===== src/rtl/dso_cap_pkg.sv =====
// Shared types and helpers for the DSO capture engine.
// Holds the FSM state type, default geometry and ring-pointer arithmetic.
package dso_cap_pkg;

    typedef enum logic [2:0] {
        IDLE,
        PRE,
        WAIT,
        POST,
        DONE
    } state_t;

    localparam int DEF_RCH_W  = 1;
    localparam int DEF_NCH    = 1 << DEF_RCH_W;
    localparam int DEF_CH_W   = 8;
    localparam int DEF_DEPTH  = 1 << 18;
    localparam int DEF_ADDR_W = $clog2(DEF_DEPTH);
    localparam int DEF_DECI_W = 16;

    function automatic int rch_w(input int nch);
        return (nch > 1) ? $clog2(nch) : 1;
    endfunction

    // Ring pointer add; aw = 32 gives a full-width mask.
    function automatic logic [31:0] ptr_add(
        input logic [31:0] a,
        input logic [31:0] b,
        input int          aw
    );
        logic [31:0] mask;
        mask = (32'd1 << aw) - 32'd1;
        return (a + b) & mask;
    endfunction

endpackage


===== src/rtl/dso_deci_cnt.sv =====
// Decimation counter: one strobe every deci+1 clocks.
// Synchronous clear restarts the count so a new capture is phase-aligned.
module dso_deci_cnt #(
    parameter int DECI_W = 16
) (
    input  logic              clk,
    input  logic              rst,
    input  logic              clr,
    input  logic [DECI_W-1:0] deci,
    output logic              stb
);

    logic [DECI_W-1:0] cnt;

    // >= keeps the count bounded if deci is lowered mid-interval
    assign stb = (cnt >= deci);

    always_ff @(posedge clk) begin
        if (rst || clr) begin
            cnt <= '0;
        end else if (stb) begin
            cnt <= '0;
        end else begin
            cnt <= cnt + 1'b1;
        end
    end

endmodule


===== src/rtl/dso_capture.sv =====
// Acquisition engine: decimated ring-buffer capture into SRAM with
// pre/post trigger windows and write-priority sample readback.
module dso_capture
    import dso_cap_pkg::*;
#(
    parameter int NCH    = DEF_NCH,
    parameter int CH_W   = DEF_CH_W,
    parameter int ADDR_W = DEF_ADDR_W,
    parameter int DECI_W = DEF_DECI_W
) (
    input  logic                  clk,
    input  logic                  rst,
    input  logic                  arm,
    input  logic                  abort,
    input  logic [DECI_W-1:0]     deci,
    input  logic [ADDR_W-1:0]     pre_len,
    input  logic [ADDR_W-1:0]     post_len,
    input  logic                  trig,
    input  logic [NCH*CH_W-1:0]   din,
    output logic [ADDR_W-1:0]     mem_addr,
    output logic [NCH*CH_W-1:0]   mem_wdata,
    output logic                  mem_we,
    output logic                  mem_re,
    input  logic [NCH*CH_W-1:0]   mem_rdata,
    input  logic                  rd_req,
    input  logic [rch_w(NCH)-1:0] rd_ch,
    input  logic [7:0]            rd_step,
    output logic [CH_W-1:0]       rd_data,
    output logic                  rd_valid,
    output logic                  busy,
    output logic                  trig_seen,
    output logic                  done,
    output logic [ADDR_W-1:0]     trig_addr
);

    localparam int RCH_W = rch_w(NCH);

    state_t state, state_n;

    logic              stb;
    logic              trig_q;
    logic              edge_hit;
    logic              wr;
    logic              rd;
    logic              pend;
    logic              pre_hit;
    logic              post_hit;
    logic [ADDR_W-1:0] wptr;
    logic [ADDR_W-1:0] rptr;
    logic [ADDR_W-1:0] cnt;
    logic [ADDR_W-1:0] post_eff;
    logic [ADDR_W-1:0] pre_eff;
    logic [ADDR_W-1:0] trig_base;
    logic [ADDR_W:0]   len_sum;
    logic [7:0]        step_eff;
    logic [RCH_W-1:0]  ch_q;
    logic [CH_W-1:0]   ch_sel;

    dso_deci_cnt #(
        .DECI_W(DECI_W)
    ) u_deci (
        .clk (clk),
        .rst (rst),
        .clr (arm),
        .deci(deci),
        .stb (stb)
    );

    assign busy     = (state == PRE) || (state == WAIT) || (state == POST);
    assign wr       = busy && stb && !rst;
    assign rd       = pend && !wr && !abort && !rst;
    assign edge_hit = stb && trig && !trig_q;

    assign post_eff = (post_len == '0) ? ADDR_W'(1) : post_len;
    assign len_sum  = {1'b0, pre_len} + {1'b0, post_eff};
    // Overflowing windows give up pre samples; ~post_eff == depth-1-post
    assign pre_eff  = len_sum[ADDR_W] ? ~post_eff : pre_len;
    assign step_eff = (rd_step == 8'd0) ? 8'd1 : rd_step;

    assign pre_hit  = (cnt >= pre_eff) || (stb && (cnt + 1'b1) >= pre_eff);
    assign post_hit = stb && ((cnt + 1'b1) >= post_eff);
    // A one-sample post window finishes straight from WAIT
    assign trig_base = (state == WAIT) ? wptr : trig_addr;

    assign mem_we    = wr;
    assign mem_re    = rd;
    assign mem_addr  = wr ? wptr : rptr;
    assign mem_wdata = wr ? din : '0;

    always_comb begin
        ch_sel = '0;
        for (int i = 0; i < NCH; i++) begin
            if (int'(ch_q) == i) begin
                ch_sel = mem_rdata[i*CH_W +: CH_W];
            end
        end
    end

    always_ff @(posedge clk) begin
        if (rst) begin
            state <= IDLE;
        end else begin
            state <= state_n;
        end
    end

    always_comb begin
        state_n = state;
        if (abort) begin
            state_n = IDLE;
        end else if (arm) begin
            state_n = PRE;
        end else begin
            unique case (state)
                PRE:     if (pre_hit) state_n = WAIT;
                WAIT:    if (edge_hit) state_n = (post_eff == ADDR_W'(1)) ? DONE : POST;
                POST:    if (post_hit) state_n = DONE;
                default: state_n = state;
            endcase
        end
    end

    always_ff @(posedge clk) begin
        if (rst) begin
            trig_q    <= 1'b0;
            wptr      <= '0;
            rptr      <= '0;
            cnt       <= '0;
            done      <= 1'b0;
            trig_seen <= 1'b0;
            trig_addr <= '0;
            pend      <= 1'b0;
            ch_q      <= '0;
            rd_data   <= '0;
            rd_valid  <= 1'b0;
        end else begin
            if (stb) trig_q <= trig;
            if (wr) wptr <= ADDR_W'(ptr_add(32'(wptr), 32'd1, ADDR_W));

            rd_valid <= rd;
            if (rd) begin
                rd_data <= ch_sel;
                rptr    <= ADDR_W'(ptr_add(32'(rptr), 32'(step_eff), ADDR_W));
            end

            if (abort) begin
                pend <= 1'b0;
            end else if (rd) begin
                pend <= 1'b0;
            end else if (rd_req && !pend) begin
                pend <= 1'b1;
                ch_q <= rd_ch;
            end

            if (abort) begin
                done <= 1'b0;
            end else if (arm) begin
                cnt       <= '0;
                done      <= 1'b0;
                trig_seen <= 1'b0;
            end else begin
                unique case (state)
                    PRE:  if (stb) cnt <= cnt + 1'b1;
                    POST: if (stb) cnt <= cnt + 1'b1;
                    WAIT: begin
                        if (edge_hit) begin
                            cnt       <= ADDR_W'(1);
                            trig_seen <= 1'b1;
                            trig_addr <= wptr;
                        end
                    end
                    default: cnt <= cnt;
                endcase
                if (state_n == DONE && state != DONE) begin
                    done <= 1'b1;
                    rptr <= ADDR_W'(ptr_add(32'(trig_base),
                                            32'(~pre_eff) + 32'd1, ADDR_W));
                end
            end
        end
    end

endmodule


===== config.mk =====
export PLATFORM = sky130hd
export DESIGN_NAME = dso_capture
export DESIGN_NICKNAME = d
export VERILOG_FILES = /design/src/rtl/dso_cap_pkg.sv /design/src/rtl/dso_deci_cnt.sv /design/src/rtl/dso_capture.sv
export SDC_FILE = /design/constraint.sdc
export NUM_CORES = 1
export LEC_CHECK = 0
export CAP_MARGIN = 20
export CORE_MARGIN = 10
export CORE_UTILIZATION = 30
export CTS_BUF_LIST = sky130_fd_sc_hd__clkbuf_8
export DETAILED_ROUTE_END_ITERATION = 7
export PLACE_DENSITY = 0.47
export SETUP_SLACK_MARGIN = 0.15
export SLEW_MARGIN = 0
export SYNTH_ARGS = -nofsm -noshare
export SYNTH_HDL_FRONTEND = slang
export SYNTH_SLANG_ARGS = --single-unit
export TNS_END_PERCENT = 1

===== constraint.sdc =====
create_clock -name clk -period 4.8 [get_ports clk]
set_input_delay 0.48 -clock clk [delete_from_list [all_inputs] [get_ports clk]]
set_output_delay 0.48 -clock clk [all_outputs]
set_load 0.05 [all_outputs]

==> qor.yml, run 1 <==
run_status:
  status: "finished, final reports clean"
clock_network:
  cts_buffer_depth: 2
  postCtsHoldBufs: 0
  number_of_h_tree_levels: 3
  path_clk_slew_ns: 0.11
  clockRootBuffer: "clkbuf_8"
  clock_insertion_delay_worst_skew_ns: 0.39
  cts_inserted_buffers: 9
  cts.sink_count: 105
  tritoncts_clock_tree: "yes"
power_and_ir_drop:
  leakage_nw: 5.38
  power_density_relative_to_cell_area_nw_per_um2: 170
  ir_worst_vdd_v: 0.000111
  total_power_mw: 2.02
synthesis:
  synthMuxAreaShare: 0.0940
  synth_enable_flop_cells: 0
  cell_type_with_the_largest_total_area_after_synthesis: "dfxtp_1"
  netlist_top_cells_area: "dfxtp_1 25%, ha_1 17%, nor2_1 6.1%"
  ys_ff_latch: 105
  ys_warn_count: 0
  synth_instances: 1022
  post-synth-top-count-cell: "nor2_1"
  avg_inst_size_synth_um2: 8.27
  synth.cell_area_um2: 8450
  synth-xor-area-share: 0.0788
  synthArstFlopShare: 0
  synth_compound_gate_area_share: 0.168
  post_synth_fa_ha_maj_area_fraction: 0.175
  synth_simple_gate_area_frac: 0.185
  yosys_most_used_dff: "dfxtp_1"
  synth.lib_cells_used.distinct: 59
  yosys.area.top_type_share: 0.249
  synth_nets: 1238
  dominant_combinational_cell_family_by_area_after_synthesis: "simple AND/OR/NAND/NOR gates"
  synth.yosys.seq_area_share: 0.249
  synth.cells.most_frequent: "138 x nor2_1, 115 x ha_1, 105 x dfxtp_1, 63 x a21oi_1, 50 x inv_1"
worst_setup_path:
  timing.setup.critical_path_class: "primary input to flip-flop"
  biggest_cell_delay_along_the_critical_path_ns: 0.44
  cp_num_buf_inv: 4
  r2r-end: "rptr[5]$_SDFF_PP0_"
  critical_path.startpoint_type: "primary input"
  crit_fanout: 5
  ff2ff_path_depth: 21
  timing.reg2reg.setup_slack_ns: 0.43
  arrival_ns: 4.75
  cp-end-kind: "flip-flop"
  worst_path_max_delay_cell: "clkdlybuf4s50_1"
  worstReg2RegStart: "cnt[4]$_SDFFE_PP0P_"
  worst_path_dominant_cell_family: "compound AO/OA/AOI/OAI gates"
  timing.critical_path.cells: "clkdlybuf4s50_1, buf_4, ha_1, and4_1, nand4_1, a31oi_4, o21ai_4, buf_4, buf_4, a21oi_1, ha_1, nor2b_1, o31a_1, o211ai_1, a31oi_1, a21o_1, a21o_1, a21o_1, a21oi_1, xor2_1, a211oi_1"
  cp_data_required_time_ns: 5.05
min_path:
  worst_hold_path_depth: 2
  startpoint_of_the_worst_hold_path: "rst"
  hold_path_end: "cnt[0]$_SDFFE_PP0P_"
  min-delay-path-class: "primary input to flip-flop"
floorplanning:
  die_height_um: 188
  core-area_um2: 27800
  initial_utilization: 0.304
  die_x_um: 188
  die_area_um2: 35300
  rows: 61
  pin_count: 165
sta:
  rsz_0062_raised_after_global_routing: "yes"
  fin_worst_skew_ns: 0.0139
  report.final.hold_viol_count: 0
  final_min_period_over_clock_period: 0.937
  report.final.setup_viol: 0
  max_freq_mhz: 222
  timing_max_transition_violations_final: 0
  setup-tns-final_ns: 0
  slew-limit-headroom: 0.490
  worst_max_slew_pin_slew_ns: 0.765
  post-route-min-period_ns: 4.50
detailed_routing:
  drt-pass1-iter-count: 4
  vias: 8044
  routed.top_layer: "met4"
  met2RoutedLength_um: 12700
  route.final.wire_length_um: 27500
  detail_route.drc_violations: 0
  initialDrtViolationCount: 390
  met1_length_um: 13500
  met3_wirelength_um: 1030
  final_antenna_net_count: 0
  routed_wire_length_per_instance_um: 16.7
  drt-vias-per-instance: 4.87
grt:
  pin_count_of_the_biggest_net_entering_global_routing: 68
  grt_pass1_vias: 7968
  antenna_found_initial: 1
  grt_pass1_wl_um: 43500
  globalRouteTotalUtil: 0.151
  overflow: 0
placement:
  gpl.final_weighted_congestion: 0.876
  post_detailed_placement_half_perimeter_wirelength_um: 22500
  io_buffer_count: 164
final_layout:
  area_growth_pct: 40.0
  final_net_count: 1485
  layout-drive-gt1-share: 0.197
  antenna_cells_inserted: 0
flow_run:
  max_cap_viol_count: 0
## power by group
| part | switching [mW] | internal [mW] |
|---|---|---|
| sequential | 0.00547 | 0.876 |
| clock | 0.352 | 0.246 |
| combinational | 0.257 | 0.280 |
## final cells by class
type	count	area (um2)
fillers	2871	16000
multi-input cells	811	6070
repair buffers	292	2790
flip-flops and latches	105	2100
well taps	378	473
inverters	50	188
clock buffers	9	124
clock inverters	7	82.6
## stage by stage
step	utilization	hold WS (ns)	instance area (um2)	setup slack, ns	instances
after floorplan	-	0.430	8450	0.291	1022
after global placement	0.410	0.452	11400	-0.356	1626
after detailed placement	0.410	0.453	11400	-0.473	1626
after CTS	0.419	0.369	11600	0.147	1643
after global routing	0.426	0.372	11800	0.0867	1652
final	0.426	0.395	11800	0.301	1652
## registers in the layout, summed over array words and instances, names as in the netlist
register / count
wptr: 18
state: 3
done: 1
cnt: 18
trig_addr: 18
trig_q: 1
u_deci.cnt: 16
rd_valid: 1
rd_data: 8
pend: 1
trig_seen: 1
rptr: 18
ch_q: 1
## how the worst max path moves through the flow
stage | cells after the start | startpoint | end
5_1_grt | 24 | pre_len[3] | rptr[16]$_SDFF_PP0_
3_5_place_dp | 20 | post_len[3] | state[1]$_SDFF_PP0_
3_3_place_gp | 22 | post_len[3] | rptr[15]$_SDFF_PP0_
6_report | 21 | post_len[6] | rptr[16]$_SDFF_PP0_
4_1_cts | 20 | post_len[3] | state[1]$_SDFF_PP0_
2_1_floorplan | 21 | post_len[15] | rptr[17]$_SDFF_PP0_
## placed cells by master, fill, tap and decap left out, types with 3 or more instances in the layout
cell type / synthesis / layout
o21ai_2: 1 / 3
clkinvlp_4: 0 / 3
xor2_1: 39 / 39
or3_1: 3 / 3
nand4_1: 18 / 18
a21oi_2: 0 / 7
o31a_1: 3 / 3
clkdlybuf4s50_1: 0 / 125
nor2b_1: 7 / 6
inv_1: 50 / 50
buf_4: 0 / 141
nor2_1: 138 / 138
a32o_1: 8 / 8
clkbuf_8: 0 / 9
nand2b_1: 9 / 9
a21o_1: 24 / 24
o21a_1: 6 / 6
mux2i_1: 40 / 40
ha_1: 115 / 114
nand3_1: 32 / 32
buf_12: 0 / 21
and4_1: 7 / 7
a21oi_1: 63 / 56
nor3_1: 11 / 11
a31oi_1: 6 / 4
nand2_1: 49 / 48
mux2_2: 35 / 35
o31ai_1: 4 / 4
dlymetal6s2s_1: 0 / 3
xnor2_1: 37 / 37
o21ai_0: 44 / 41
or2_2: 3 / 3
a211oi_1: 28 / 28
and3_1: 18 / 18
and2_1: 21 / 21
dfxtp_1: 105 / 103
## per-layer routing
| metal | global-route usage | vias to the layer above |
|---|---|---|
| li1 | - | 4142 |
| met1 | 0.200 | 3732 |
| met2 | 0.251 | 154 |
| met3 | 0.0260 | 16 |
| met4 | 0.0335 | 0 |
| met5 | 0 | - |
## cell families (layout without fill, tap and decap cells)
group                    Yosys count  count (layout)
multiplexers                      75              75
AND/OR/NAND/NOR                  327             327
adder cells (fa/ha/maj)          117             117
AO/OA/AOI/OAI                    215             216
flip-flops                       105             105
XOR/XNOR                          76              76
buffers and inverters            107             358
## repair_timing
item                       4_1_cts  5_1_grt
pin swaps                        1        9
resized for setup                6       31
gates cloned                     0        1
setup buffers                    1        7
setup endpoints to repair        5       14
No activity file was read; power rests on OpenSTA's default activity.
==> inputs of run 2 (changes only) <==
--- a/config.mk
+++ b/config.mk
@@ -11,7 +11,7 @@
 export CTS_BUF_LIST = sky130_fd_sc_hd__clkbuf_8
 export DETAILED_ROUTE_END_ITERATION = 7
 export PLACE_DENSITY = 0.47
-export SETUP_SLACK_MARGIN = 0.15
+export SETUP_SLACK_MARGIN = 0.1
 export SLEW_MARGIN = 0
 export SYNTH_ARGS = -nofsm -noshare
 export SYNTH_HDL_FRONTEND = slang
==> run 2 against run 1 <==
Final area down 0.61%. Via count decreased by 0.70%. Utilization decreased by 0.26 points. Sequential power about the same. First-iteration DRC count decreased by 0.77%. Critical endpoint is now state[1]$_SDFF_PP0_.
==> qor.yml, run 2 (synthesis results as in run 1) <==
run_status:
  status: "finished, final reports clean"
floorplanning:
  die_x_um: 188
  pin_count: 165
  die_area_um2: 35300
  core-area_um2: 27800
  rows: 61
  initial_utilization: 0.304
  die_height_um: 188
final_layout:
  post_layout_nonfiller_instances: 1649
  final-seq-area_um2: 2100
  post-route-cell-area_um2: 11800
  mostFrequentLayoutCells: "138 x nor2_1, 138 x buf_4, 126 x clkdlybuf4s50_1"
  area_growth_pct: 39.1
  final_net_count: 1482
  multiInputGateArea_um2: 6020
  antenna_cells_inserted: 0
  layout-drive-gt1-share: 0.188
  filler_cell_count: 2882
sta:
  report.final.setup_viol: 0
  post-route-min-period_ns: 4.54
  setup-tns-final_ns: 0
  max_freq_mhz: 220
  timing_max_transition_violations_final: 0
  timing.final.ws_setup_ns: 0.263
  report.final.hold_viol_count: 0
  fin_worst_skew_ns: 0.0137
  rsz_0062_raised_after_global_routing: "yes"
  worst_max_slew_pin_slew_ns: 0.768
  slew-limit-headroom: 0.488
  final_min_period_over_clock_period: 0.945
worst_setup_path:
  crit_fanout: 4
  critical_path.startpoint_type: "primary input"
  arrival_ns: 4.83
  worst_path_max_delay_cell: "or4b_2"
  cp-end-kind: "flip-flop"
  biggest_cell_delay_along_the_critical_path_ns: 0.71
  cp_data_required_time_ns: 5.10
  timing.critical_path.cells: "clkdlybuf4s50_1, ha_1, a31oi_2, o21ai_1, nand4_1, a31oi_4, buf_4, o21ai_2, nor2_1, a21oi_2, ha_1, a2111oi_2, o21ai_0, o221ai_1, nand3_1, o21ai_0, a21oi_1, or4b_2, a31oi_1, nor3b_1"
  worst_path_dominant_cell_family: "compound AO/OA/AOI/OAI gates"
  timing.setup.critical_path_class: "primary input to flip-flop"
  cp_num_buf_inv: 2
detailed_routing:
  met2RoutedLength_um: 12700
  final_antenna_net_count: 0
  initialDrtViolationCount: 387
  drt-vias-per-instance: 4.84
  met1_length_um: 13400
  met3_wirelength_um: 1110
  route.final.wire_length_um: 27500
  detail_route.drc_violations: 0
  routed_wire_length_per_instance_um: 16.7
  vias: 7988
  drt-pass1-iter-count: 4
  routed.top_layer: "met4"
clock_network:
  clock_insertion_delay_worst_skew_ns: 0.39
  number_of_h_tree_levels: 3
  cts_inserted_buffers: 9
  path_clk_slew_ns: 0.12
  postCtsHoldBufs: 0
  cts.sink_count: 105
  clockRootBuffer: "clkbuf_8"
  tritoncts_clock_tree: "yes"
  cts_buffer_depth: 2
grt:
  globalRouteTotalUtil: 0.151
  grt_pass1_wl_um: 43500
  antenna_found_initial: 0
  pin_count_of_the_biggest_net_entering_global_routing: 68
  overflow: 0
  grt_pass1_vias: 7965
min_path:
  min-delay-path-class: "primary input to flip-flop"
power_and_ir_drop:
  ir_worst_vdd_v: 0.000110
  power_density_relative_to_cell_area_nw_per_um2: 171
  leakage_nw: 5.34
placement:
  place.detailed.instances: 1626
  gpl.final_weighted_congestion: 0.876
  placedInstanceArea_um2: 11400
  io_buffer_count: 164
  pre_cts_ws_ns: -0.473
  post_detailed_placement_half_perimeter_wirelength_um: 22500
flow_run:
  max_cap_viol_count: 0
run 2: area by class of cell:
class                   count  share of cell area
repair buffers            289               0.235
clock buffers               9              0.0105
well taps                 378              0.0402
clock inverters             7             0.00702
flip-flops and latches    105               0.179
multi-input cells         811               0.512
inverters                  50              0.0160
run 2: path summary, 6_finish.rpt:
path                            slack (ns)                      from                       end  depth (start not counted)
worst max-delay path                  0.26               post_len[1]       state[1]$_SDFF_PP0_                         20
worst max register to register        0.49       cnt[1]$_SDFFE_PP0P_        rptr[5]$_SDFF_PP0_                         20
worst min-delay path                  0.39                       rst       cnt[0]$_SDFFE_PP0P_                          2
worst min register to register        0.47  u_deci.cnt[0]$_SDFF_PP0_  u_deci.cnt[0]$_SDFF_PP0_                          1
run 2: worst register-to-register path, delay by kind of cell (launching register included):
kind | cells | cell delay [ns]
buffers and inverters | 4 | 0.65
and+or+nand+nor | 9 | 1.58
muxes | 1 | 0.18
DFF | 1 | 0.44
adders and majority gates | 1 | 0.32
AOI/OAI and AO/OA | 4 | 0.93
xor gates and xnor gates | 1 | 0.08
run 2: power by group:
group	internal (mW)	switching (mW)	leakage (nW)
Combinational	0.276	0.253	4.40
Sequential	0.876	0.00545	0.847
Clock	0.246	0.353	0.0942
run 2: stage by stage:
stage	hold WS, ns	power [mW]	utilization
3_3_place_gp	0.452	1.41	0.410
4_1_cts	0.369	2.03	0.418
3_5_place_dp	0.453	1.41	0.410
6_report	0.391	2.01	0.423
2_1_floorplan	0.430	1.15	-
5_1_grt	0.372	2.13	0.423
run 2: metal layers:
layer,up-vias,track usage
met5,-,0
met1,3685,0.200
met3,17,0.0260
met4,0,0.0335
met2,150,0.251
li1,4136,-
run 2: timing repair:
action	CTS	global route
resized for setup	3	22
gates cloned	0	1
endpoints found under the setup margin	5	14
pin swaps	0	5
buffers inserted	0	5
==> inputs of run 3 (changes only) <==
--- a/config.mk
+++ b/config.mk
@@ -11,6 +11,7 @@
 export CTS_BUF_LIST = sky130_fd_sc_hd__clkbuf_8
 export DETAILED_ROUTE_END_ITERATION = 7
 export PLACE_DENSITY = 0.47
+export REMOVE_ABC_BUFFERS = 1
 export SETUP_SLACK_MARGIN = 0.1
 export SLEW_MARGIN = 0
 export SYNTH_ARGS = -nofsm -noshare
==> run 3 against run 2 <==
Flip-flop and latch count did not move. Final cell count decreased by 1.6%. Worst setup slack better by 0.0048 ns. Via count down 1.9%. Non-clock buffer count decreased by 23. Largest power group unchanged.
==> qor.yml, run 3 (synthesis results as in run 1) <==
run_status:
  status: "finished, final reports clean"
grt:
  grt_util_met3: 0.0340
  overflow: 0
  antenna_found_initial: 0
  globalRouteTotalUtil: 0.150
  gr_layer_usage_met2: 0.234
  grt.busiest_layer: "met2"
  grt_util_met1: 0.209
  grt_pass1_wl_um: 43400
  pin_count_of_the_biggest_net_entering_global_routing: 48
  grt_pass1_vias: 7888
clock_network:
  path_clk_slew_ns: 0.11
  clockRootBuffer: "clkbuf_8"
  cts.sink_count: 105
  number_of_h_tree_levels: 3
  tritoncts_clock_tree: "yes"
  cts_buffer_depth: 2
  postCtsHoldBufs: 0
  cts_inserted_buffers: 9
  clock_insertion_delay_worst_skew_ns: 0.39
worst_setup_path:
  timing.critical_path.cells: "clkdlybuf4s50_1, ha_1, a21o_1, a21o_1, a21oi_1, nand2_1, o21ai_4, buf_12, nor2_1, a21oi_1, ha_1, a21o_1, a21oi_1, nor3b_1, a211oi_1, a2111o_1, a21o_1, a21oi_1, o21ai_0, xnor2_1, a21oi_1"
  crit_fanout: 14
  worst_path_max_delay_cell: "clkdlybuf4s50_1"
  crit_top_cell: "a21oi_1"
  critical_path.startpoint_type: "primary input"
  arrival_ns: 4.82
  biggest_cell_delay_along_the_critical_path_ns: 0.55
  timing.reg2reg.setup_slack_ns: 0.49
  timing.setup.critical_path_class: "primary input to flip-flop"
  cp-end-kind: "flip-flop"
  cp_data_required_time_ns: 5.09
sta:
  fin_worst_skew_ns: 0.0138
  worst_max_slew_pin_slew_ns: 0.871
  rsz_0062_raised_after_global_routing: "yes"
  max_freq_mhz: 221
  report.final.setup_viol: 0
  final.hold.worst_slack_ns: 0.479
  report.final.hold_viol_count: 0
  post-route-min-period_ns: 4.53
  slew-limit-headroom: 0.419
  timing_max_transition_violations_final: 0
  setup-tns-final_ns: 0
  final_min_period_over_clock_period: 0.944
floorplanning:
  die_x_um: 188
  pin_count: 165
  rows: 61
  initial_utilization: 0.304
  core-area_um2: 27800
  die_height_um: 188
  die_area_um2: 35300
power_and_ir_drop:
  power_density_relative_to_cell_area_nw_per_um2: 180
  ir_worst_vdd_v: 0.000175
  leakage_nw: 5.26
  total_power_mw: 2.10
detailed_routing:
  detail_route.drc_violations: 0
  final_antenna_net_count: 0
  vias: 7833
  drt-pass1-iter-count: 4
  initialDrtViolationCount: 347
  route.final.wire_length_um: 26900
  drt-vias-per-instance: 4.83
  routed_wire_length_per_instance_um: 16.6
final_layout:
  post-route-cell-area_um2: 11600
  antenna_cells_inserted: 0
  mostFrequentLayoutCells: "137 x nor2_1, 125 x clkdlybuf4s50_1, 115 x ha_1"
  layout-drive-gt1-share: 0.169
  final_net_count: 1458
  area_growth_pct: 37.4
  layout.cells.most_common: "nor2_1"
  post_layout_nonfiller_instances: 1623
flow_run:
  max_cap_viol_count: 0
placement:
  post_detailed_placement_half_perimeter_wirelength_um: 21700
  placedInstanceArea_um2: 11200
  gpl.final_weighted_congestion: 0.878
  place.detailed.instances: 1606
  io_buffer_count: 164
min_path:
  min-delay-path-class: "flip-flop to flip-flop"
run 3: cell count changes in the layout (fill, tap and decap cells not counted), sizes merged:
cell	before	now
buf	161	138
clkdlybuf4s50	126	125
clkinv	3	1
clkinvlp	3	0
dlymetal6s2s	2	3
inv	50	51
o21ai	47	46
bufinv	1	3
run 3: per-layer routing:
layer	wire (um)	up-vias
met2	11600	170
met1	13600	3589
met3	1490	11
met4	188	0
met5	0	-
li1	-	4063
run 3: repair_timing:
| item | CTS | global route |
|---|---|---|
| gates resized for setup | 4 | 19 |
| setup endpoints to repair | 4 | 16 |
| pin swaps | 1 | 2 |
| buffers inserted | 0 | 3 |
run 3: area by class of cell:
class	count	area (um2)
multi-input combinational	810	6020
timing repair buffer	266	2600
clock buffer	9	124
tap	378	473
sequential	105	2100
fill	2908	16200
inverter	50	188
clock inverter	5	104
run 3: final timing paths:
path / startpoint / to / cells past startpoint
setup / recovery: post_len[15] / rptr[17]$_SDFF_PP0_ / 21
hold / removal: u_deci.cnt[0]$_SDFF_PP0_ / u_deci.cnt[0]$_SDFF_PP0_ / 1
hold reg to reg: u_deci.cnt[0]$_SDFF_PP0_ / u_deci.cnt[0]$_SDFF_PP0_ / 1
setup reg to reg: cnt[4]$_SDFFE_PP0P_ / rptr[10]$_SDFF_PP0_ / 20
run 3: metrics by stage:
step,setup slack (ns),utilization
6_report,0.268,0.418
3_3_place_gp,-0.284,0.405
4_1_cts,0.123,0.414
3_5_place_dp,-0.409,0.405
5_1_grt,0.0288,0.418
2_1_floorplan,-0.547,-
run 3: report_power, final:
| part | total (mW) | switching [mW] | internal, mW |
|---|---|---|---|
| combinational | 0.538 | 0.261 | 0.276 |
| clock | 0.677 | 0.334 | 0.343 |
| sequential | 0.881 | 0.00528 | 0.875 |
run 3: critical path: cells and delay by family:
family / cells / cell delay [ns]
simple gates: 3 / 0.46
buf+inv: 2 / 0.70
compound gates: 13 / 2.40
xor+xnor: 1 / 0.18
fa+ha+maj: 2 / 0.58
